==> config.mk <==
export PLATFORM = sky130hd
export DESIGN_NAME = dmrfy_sched
export DESIGN_NICKNAME = d
export VERILOG_FILES = /design/src/rtl/dmrfy_sched.sv
export SDC_FILE = /design/constraint.sdc
export NUM_CORES = 1
export LEC_CHECK = 0
export ABC_AREA = 1
export BUFFER_PORTS_ARGS = -buffer_cell sky130_fd_sc_hd__buf_2
export CAP_MARGIN = 20
export CORE_AREA = 2 2 319 321
export DETAILED_ROUTE_END_ITERATION = 10
export DIE_AREA = 0 0 321 323
export SETUP_SLACK_MARGIN = 0.15
export SYNTH_ARGS = -nofsm -noshare
export SYNTH_HDL_FRONTEND = slang
export SYNTH_SLANG_ARGS = --single-unit
==> constraint.sdc <==
create_clock -name clk -period 2.65 [get_ports clk]
set_input_delay 0.53 -clock clk [delete_from_list [all_inputs] [get_ports clk]]
set_output_delay 0.53 -clock clk [all_outputs]
set_load 0.05 [all_outputs]
==> src/rtl/dmrfy_sched.sv <==
// dmrfy_sched: ping-pong scheduler for the two DMRF-Y banks; steers the load stream into a
// free bank and sweeps exec read addresses over the other, overlapping fill and drain.
module dmrfy_sched #(
    parameter int AXIS_LOAD_DATA_WIDTH = 256,
    parameter int LOAD_ADDR_WIDTH      = 5,
    parameter int EXEC_ADDR_WIDTH      = 5,
    parameter int REPEAT_WIDTH         = 8,
    parameter int EXEC_LAT             = 2
) (
    input  logic                            clk,
    input  logic                            rst_n,
    input  logic                            ctrl_clear,
    input  logic [LOAD_ADDR_WIDTH-1:0]      cfg_load_depth,
    input  logic [EXEC_ADDR_WIDTH-1:0]      cfg_exec_depth,
    input  logic [REPEAT_WIDTH-1:0]         cfg_exec_repeat,
    input  logic [AXIS_LOAD_DATA_WIDTH-1:0] s_axis_load_tdata,
    input  logic                            s_axis_load_tvalid,
    output logic                            s_axis_load_tready,
    output logic [AXIS_LOAD_DATA_WIDTH-1:0] m_axis_dmrfy0_load_tdata,
    output logic                            m_axis_dmrfy0_load_tvalid,
    input  logic                            m_axis_dmrfy0_load_tready,
    output logic [AXIS_LOAD_DATA_WIDTH-1:0] m_axis_dmrfy1_load_tdata,
    output logic                            m_axis_dmrfy1_load_tvalid,
    input  logic                            m_axis_dmrfy1_load_tready,
    output logic [LOAD_ADDR_WIDTH-1:0]      dmrfy_load_depth,
    input  logic                            dmrfy0_load_done,
    input  logic                            dmrfy1_load_done,
    input  logic                            exec_en,
    output logic [EXEC_ADDR_WIDTH-1:0]      dmrfy_exec_addr,
    output logic                            exec_valid,
    output logic                            exec_bank,
    output logic                            exec_data_valid,
    output logic                            exec_data_last,
    output logic [1:0]                      bank_full,
    output logic                            busy
);
    typedef enum logic [1:0] {EMPTY, FILLING, FULL, DRAIN} bank_st_e;

    bank_st_e                   st_q [2];
    bank_st_e                   st_d [2];
    logic                       ld_ptr_q, ld_ptr_d, ex_ptr_q, ex_ptr_d, ev_q, ev_d;
    logic [EXEC_ADDR_WIDTH-1:0] addr_q, addr_d, depth_q, depth_d;
    logic [REPEAT_WIDTH-1:0]    pass_q, pass_d, rep_q, rep_d;
    logic [EXEC_LAT-1:0]        dv_q, dv_d, dl_q, dl_d, db_q, db_d;
    logic [EXEC_LAT:0]          dv_s, dl_s, db_s;
    logic [1:0]                 done;
    logic                       filling, fire, final_beat;

    assign done       = {dmrfy1_load_done, dmrfy0_load_done};
    assign filling    = st_q[ld_ptr_q] == FILLING;
    assign fire       = ev_q & exec_en;
    assign final_beat = fire && addr_q == depth_q && pass_q == rep_q;

    assign s_axis_load_tready        = filling & (ld_ptr_q ? m_axis_dmrfy1_load_tready : m_axis_dmrfy0_load_tready);
    assign m_axis_dmrfy0_load_tvalid = filling & ~ld_ptr_q & s_axis_load_tvalid;
    assign m_axis_dmrfy1_load_tvalid = filling & ld_ptr_q & s_axis_load_tvalid;
    assign m_axis_dmrfy0_load_tdata  = filling ? s_axis_load_tdata : '0;
    assign m_axis_dmrfy1_load_tdata  = filling ? s_axis_load_tdata : '0;
    assign dmrfy_load_depth          = cfg_load_depth;

    assign dmrfy_exec_addr = addr_q;
    assign exec_valid      = ev_q;
    assign exec_bank       = db_q[EXEC_LAT-1];
    assign exec_data_valid = dv_q[EXEC_LAT-1];
    assign exec_data_last  = dl_q[EXEC_LAT-1];
    assign bank_full       = {st_q[1] == FULL || st_q[1] == DRAIN, st_q[0] == FULL || st_q[0] == DRAIN};
    assign busy            = st_q[0] != EMPTY || st_q[1] != EMPTY;

    assign dv_s = {dv_q, fire};
    assign dl_s = {dl_q, final_beat};
    assign db_s = {db_q, ex_ptr_q};

    always_comb begin
        st_d[0]  = st_q[0];
        st_d[1]  = st_q[1];
        ld_ptr_d = ld_ptr_q;
        ex_ptr_d = ex_ptr_q;
        ev_d     = ev_q;
        addr_d   = addr_q;
        pass_d   = pass_q;
        depth_d  = depth_q;
        rep_d    = rep_q;
        dv_d     = dv_s[EXEC_LAT-1:0];
        dl_d     = dl_s[EXEC_LAT-1:0];
        db_d     = db_s[EXEC_LAT-1:0];
        // Load and exec never touch the same bank: load owns EMPTY/FILLING, exec owns FULL/DRAIN.
        if (st_q[ld_ptr_q] == EMPTY) begin
            st_d[ld_ptr_q] = FILLING;
        end else if (filling && done[ld_ptr_q]) begin
            st_d[ld_ptr_q] = FULL;
            ld_ptr_d       = ~ld_ptr_q;
        end
        if (!ev_q) begin
            if (st_q[ex_ptr_q] == FULL) begin
                st_d[ex_ptr_q] = DRAIN;
                ev_d           = 1'b1;
                addr_d         = '0;
                pass_d         = '0;
                depth_d        = cfg_exec_depth;
                rep_d          = cfg_exec_repeat;
            end
        end else if (exec_en) begin
            if (addr_q != depth_q) begin
                addr_d = addr_q + 1'b1;
            end else if (pass_q != rep_q) begin
                addr_d = '0;
                pass_d = pass_q + 1'b1;
            end else begin
                addr_d         = '0;
                pass_d         = '0;
                st_d[ex_ptr_q] = EMPTY;
                ex_ptr_d       = ~ex_ptr_q;
                // Chain straight into the other bank when it is already waiting.
                if (st_q[~ex_ptr_q] == FULL) begin
                    st_d[~ex_ptr_q] = DRAIN;
                    depth_d         = cfg_exec_depth;
                    rep_d           = cfg_exec_repeat;
                end else begin
                    ev_d = 1'b0;
                end
            end
        end
        if (ctrl_clear) begin
            st_d[0]  = EMPTY;
            st_d[1]  = EMPTY;
            ld_ptr_d = 1'b0;
            ex_ptr_d = 1'b0;
            ev_d     = 1'b0;
            addr_d   = '0;
            pass_d   = '0;
            depth_d  = '0;
            rep_d    = '0;
            dv_d     = '0;
            dl_d     = '0;
            db_d     = '0;
        end
    end

    always_ff @(posedge clk or negedge rst_n) begin
        if (!rst_n) begin
            st_q[0]  <= EMPTY;
            st_q[1]  <= EMPTY;
            ld_ptr_q <= 1'b0;
            ex_ptr_q <= 1'b0;
            ev_q     <= 1'b0;
            addr_q   <= '0;
            pass_q   <= '0;
            depth_q  <= '0;
            rep_q    <= '0;
            dv_q     <= '0;
            dl_q     <= '0;
            db_q     <= '0;
        end else begin
            st_q[0]  <= st_d[0];
            st_q[1]  <= st_d[1];
            ld_ptr_q <= ld_ptr_d;
            ex_ptr_q <= ex_ptr_d;
            ev_q     <= ev_d;
            addr_q   <= addr_d;
            pass_q   <= pass_d;
            depth_q  <= depth_d;
            rep_q    <= rep_d;
            dv_q     <= dv_d;
            dl_q     <= dl_d;
            db_q     <= db_d;
        end
    end
endmodule

# Word-level counts from Yosys, hierarchy flattened
# Cells that the tools add are included.
# word_totals
ff_bits	39
out_inout_bits	532
wordCells	152
# op_classes
add_sub_neg	2
order_cmp	7
n_eq_ne	18
mux	71
n_bitwise	21
reduce_logical	21
# op_table
op	n
256-bit two-way mux	1
8-bit two-way mux	13
5-bit two-way mux	12
4-bit two-way mux	9
2-bit two-way mux	15
1-bit two-way mux	18
2-bit == test (second input constant)	6
2-bit nonzero test	5
3-bit != test (second input constant)	3
8-bit by 1-bit adder with 8-bit output (second input constant)	1
8-bit == test	1
8-bit != test	1
4-bit bitwise OR	2
1-bit AND	6
2-bit demux with 1-bit select	3
2-bit greater-or-equal comparator (second input constant)	3
1-bit logical AND	6
2-bit by 1-bit < comparator with 1-bit output (second input constant)	3
2-bit != test (second input constant)	3
1-bit NOT with 2-bit output	3
5-bit by 1-bit adder with 5-bit output (second input constant)	1
5-bit == test	1
5-bit != test	1
5-bit AND reduction	1
other kinds (15)	22

# Depth between registers and ports, before layout
# depth
ltp_word	17
depth_mapped	12

# Least setup slack after synthesis
# No wires, ideal clock.
# synth_path
path_kind	reg2out
start	register ld_ptr_q
end	output m_axis_dmrfy1_load_tdata[215]
arrival_ps	2164
required_ps	2120
setup_slack_ps	-44
path_stages_with_launch	10
n_path_buf	4
cell_sequence	dfrtp_1 -> buf_2 -> inv_2 -> nand2_1 -> nor2_1 -> nor2_1 -> buf_2 -> buf_2 -> nor2_1 -> buf_4
# synth_via
elab_chain_len	6
# synth_rtl
item	line	source
start, declared	41	logic ld_ptr_q, ld_ptr_d, ex_ptr_q, ex_ptr_d, ev_q, ev_d;
start signal, assigned	156	ld_ptr_q <= ld_ptr_d;
1-bit NOT with 2-bit output (not written as such)	50	assign filling = st_q[ld_ptr_q] == FILLING;
2-bit two-way mux (not written as such) (3 in a row)	50	
2-bit by 1-bit == test with 1-bit output	50	
256-bit two-way mux	n/a	
end, declared	22	output logic [AXIS_LOAD_DATA_WIDTH-1:0] m_axis_dmrfy1_load_tdata,
# Every way passes these cells. The select of a mux whose other input is x is not followed.

# Worst setup path after layout
# layout_path
start	register ld_ptr_q
end	output m_axis_dmrfy0_load_tdata[20]
# layout_via
elab_chain_len	6
# layout_rtl
item	line	source
1-bit NOT with 2-bit output (not written as such)	50	
2-bit two-way mux (not written as such) (3 in a row)	50	
2-bit by 1-bit == test with 1-bit output	50	
256-bit two-way mux	57	assign m_axis_dmrfy0_load_tdata = filling ? s_axis_load_tdata : '0;
end, declared	19	output logic [AXIS_LOAD_DATA_WIDTH-1:0] m_axis_dmrfy0_load_tdata,
# Every way passes these cells. The select of a mux whose other input is x is not followed.

==> impl_metrics.tcl <==
set metrics [dict create \
    floorplan.die.width_um 321 \
    synth_enable_flop_cells 0 \
    maxClockFrequency_ghz 0.393 \
    cts.reportedPaths.clkPinSlew_ps 60 \
    synth_warn 0 \
    yosys-top-cells-area "sky130_fd_sc_hd__buf_4 31%, sky130_fd_sc_hd__inv_1 17%, sky130_fd_sc_hd__nor2_1 16%" \
    netlist.area_leader.share_pct 30.7 \
    timing.rr.start "st_q[2]" \
    start_util_pct 6.39 \
    rsz0062_at_grt "yes" \
    num-nets-final 1980 \
    final_min_period_over_clock_period_pct 96.1 \
    criticalPathCategory "reg2out" \
    detail_route.iter0.violations 563 \
    synthCells 1132 \
    dp_wirelength_mm 65.5 \
    slowest_stage_delay_on_critical_path_ps 440 \
    net-switching-power_uw 10300 \
    critPathSlowestCell "sky130_fd_sc_hd__dfrtp_2" \
    critical_path.cell_chain "inv_2, nand2_4, nor2_4, nor2_4, buf_6, buf_16, buf_4, nor2_4, buf_6" \
    length_in_cells_of_the_worst_reg_to_reg_path 9 \
    numPlacedInstances 2966 \
    p_int_uw 4910 \
    drc 0 \
    power.leakage_uw 0.00772 \
    p_total_uw 15300 \
    fin_cells 3027 \
    core-area_um2 101000 \
    layout_common_cells "422 x sky130_fd_sc_hd__buf_2, 286 x sky130_fd_sc_hd__inv_1, 188 x sky130_fd_sc_hd__buf_6" \
    worst_case_headroom_to_the_max_slew_limit_pct 38.1 \
    power_per_cell_area_nw_per_um2 1110 \
    seq_area_frac_synth_pct 15.2 \
    clock_skew_ps 5.82 \
    synth.avg_cell_area_um2 5.69 \
    routed_antenna_nets 0 \
    cts_buffers 5 \
    timing.critical_path.from_type "register" \
    max-vdd-ir-drop_mv 0.532 \
    cp_data_arrival_time_ps 2020 \
    yosysTopAreaCell "sky130_fd_sc_hd__buf_4" \
    timing.critical_path.fanout_max 10 \
    synthArstFlopShare_pct 100 \
    sequentialPowerShare_pct 4.6 \
    grt_util_met1_pct 14.6 \
    grt_start_max_net_pins 50 \
    max_cap_viol_count 0 \
    final_hold_viol_count 0 \
    holdCritPathClass "in2async" \
    cts.path.max_buffers 2 \
    final-setup-viol-count 0 \
    post_synth_num_cell_types 34 \
    clock-root-buffer "sky130_fd_sc_hd__clkbuf_16" \
    cpMostUsedCell "sky130_fd_sc_hd__nor2_4" \
    grt-ovfl-total 0 \
    layout.filler_cells 11600 \
    die_h_um 323 \
    clock_power_share_pct 4.6 \
    drt_first_pass_iters 5 \
    vias_per_inst 3.04 \
    tritoncts "done" \
    post_synth_instance_area_um2 6440 \
    routed_wl_mm 74.4 \
    dominantRegCellSynth "sky130_fd_sc_hd__dfrtp_1" \
    number_of_global_route_vias_before_repair 8388 \
    global_route_wire_length_before_repair_mm 89.1 \
    regToRegEndpoint "rep_q[2]" \
    top_level_ports 815 \
    power.combinational.fraction_pct 90.8 \
    syn_to_final_growth_pct 113 \
    final_layout_size_suffix_gt1_share_pct 63.2 \
    most_frequent_standard_cell_in_the_layout_excluding_fill_and_tap_cells "sky130_fd_sc_hd__buf_2" \
    status "finished, final reports clean" \
    layout_min_cycle_time_ps 2550 \
    grt-busiest-layer "met2" \
    cts_hold_repair.buffers 0 \
    grt_antenna_before_repair 78 \
    multi_input_area_um2 3030 \
    worstSetupEndpointType "output pin" \
    tightestPinTransition_ps 928 \
    finalMaxSlewViolations 0 \
    count_of_port_buffers_added_during_placement 804 \
    placer_s_final_routability_congestion_estimate 1.00 \
    gr-usage-all-layers_pct 13.2 \
    die_area_um2 104000 \
    clk_latency_ps 290 \
    gr-usage-met2_pct 20.1 \
    path_delay_family "buffers and inverters" \
    critical_path_buf_inv_count 5 \
    reg2reg_setup_slack_ps 720 \
    routed_wire_length_per_instance_um 24.6 \
    grt_use_met3_pct 8.65 \
    sequential_cell_area_um2 977 \
    cts-htree-levels 2 \
    detailroute.via_count 9198 \
    switching_fraction_pct 67.8 \
    required_ps 2120 \
    postSynthRegisterBits 39 \
    synthesis.nets 1417 \
    clock_sink_count 39 \
    row_count 117 \
]
-- kinds of logic (layout without fill, tap and decap cells) --
family | Yosys count | count (layout) | synth area share [%]
simple gates | 451 | 451 | 28.9
flops | 39 | 39 | 15.2
compound gates | 29 | 29 | 2.84
fa+ha+maj | 2 | 2 | 0.389
buf+inv | 601 | 1165 | 51.3
xor+xnor | 10 | 10 | 1.36
other cells | 0 | 22 | 0
-- cells in the mapped netlist (2+ instances only) --
| cell | n |
|---|---|
| sky130_fd_sc_hd__clkbuf_1 | 5 |
| sky130_fd_sc_hd__o21ai_0 | 5 |
| sky130_fd_sc_hd__o21a_1 | 2 |
| sky130_fd_sc_hd__nor3_1 | 4 |
| sky130_fd_sc_hd__nand3_1 | 12 |
| sky130_fd_sc_hd__a21oi_4 | 2 |
| sky130_fd_sc_hd__inv_1 | 287 |
| sky130_fd_sc_hd__buf_2 | 30 |
| sky130_fd_sc_hd__a21oi_1 | 5 |
| sky130_fd_sc_hd__nand2_2 | 4 |
| sky130_fd_sc_hd__nor2_1 | 276 |
| sky130_fd_sc_hd__ha_1 | 2 |
| sky130_fd_sc_hd__nand2_1 | 120 |
| sky130_fd_sc_hd__dfrtp_1 | 39 |
| sky130_fd_sc_hd__xnor2_1 | 5 |
| sky130_fd_sc_hd__nand3b_1 | 13 |
| sky130_fd_sc_hd__nor2_2 | 3 |
| sky130_fd_sc_hd__buf_6 | 3 |
| sky130_fd_sc_hd__o21ai_1 | 11 |
| sky130_fd_sc_hd__xor2_1 | 5 |
| sky130_fd_sc_hd__buf_4 | 263 |
| sky130_fd_sc_hd__nand4_1 | 10 |
| sky130_fd_sc_hd__nor2_4 | 3 |
| sky130_fd_sc_hd__inv_2 | 13 |
-- power by group through the flow --
stage	sequential, µW	clock [µW]	combinational, µW
detailed placement	715	0	10900
floorplan	715	0	8880
finish	704	697	13900
global placement	715	0	10900
CTS	701	714	13200
global route	712	745	14300
-- flip-flops by register name (all words and copies together) (netlist names) --
signal and count:
dl_q 2, dv_q 2, dmrfy_exec_addr 5, rep_q 8, ex_ptr_q 1, db_q 2, exec_valid 1, st_q 4
pass_q 8, ld_ptr_q 1, depth_q 5
-- layer usage --
metal / vias up / share of wire [%]
met1: 4149 / 35
met4: 60 / 5.4
met3: 197 / 17
met5: - / 0.53
li1: 4079 / -
met2: 713 / 43
-- how the worst max path moves through the flow --
| stage | startpoint | end | slack, ps | depth (start not counted) |
|---|---|---|---|---|
| 6_report | ld_ptr_q | m_axis_dmrfy0_load_tdata[20] | 100 | 9 |
| 5_1_grt | ld_ptr_q | m_axis_dmrfy1_load_tdata[230] | 50 | 8 |
| 4_1_cts | ld_ptr_q | m_axis_dmrfy1_load_tdata[121] | 10 | 10 |
| 3_5_place_dp | st_q[3] | m_axis_dmrfy0_load_tdata[20] | -110 | 8 |
| 3_3_place_gp | ld_ptr_q | m_axis_dmrfy0_load_tdata[86] | -80 | 8 |
| 2_1_floorplan | ld_ptr_q | m_axis_dmrfy1_load_tdata[215] | -40 | 9 |
-- area by class of cell --
cell class	instances	share of cell area, %
inverter	300	8.21
clock inverter	3	0.319
timing repair buffer	857	49.0
tap	1309	11.9
multi-input combinational	492	22.1
antenna	22	0.402
clock buffer	5	0.913
sequential	39	7.13
-- what timing repair did --
action / in CTS / in global routing
setup buffers: 11 / 10
gates resized for setup: 779 / 120
endpoints found under the setup margin: 508 / 462
pin swaps: 16 / 15
gates cloned: 5 / 6
-- through the flow --
| step | utilization, % | setup TNS, ps | cell area [µm²] | setup WS, ps | hold WS, ps |
|---|---|---|---|---|---|
| final | 13.6 | 0 | 13700 | 103 | 376 |
| after global routing | 13.6 | 0 | 13700 | 47.7 | 446 |
| after CTS | 13.0 | 0 | 13100 | 13.5 | 416 |
| after detailed placement | 10.2 | -631 | 10200 | -106 | 448 |
| after global placement | 10.2 | -526 | 10200 | -76.4 | 447 |
| after floorplan | - | -8860 | 6510 | -43.7 | 234 |
Note: power is estimated with default switching activity, not from simulation.
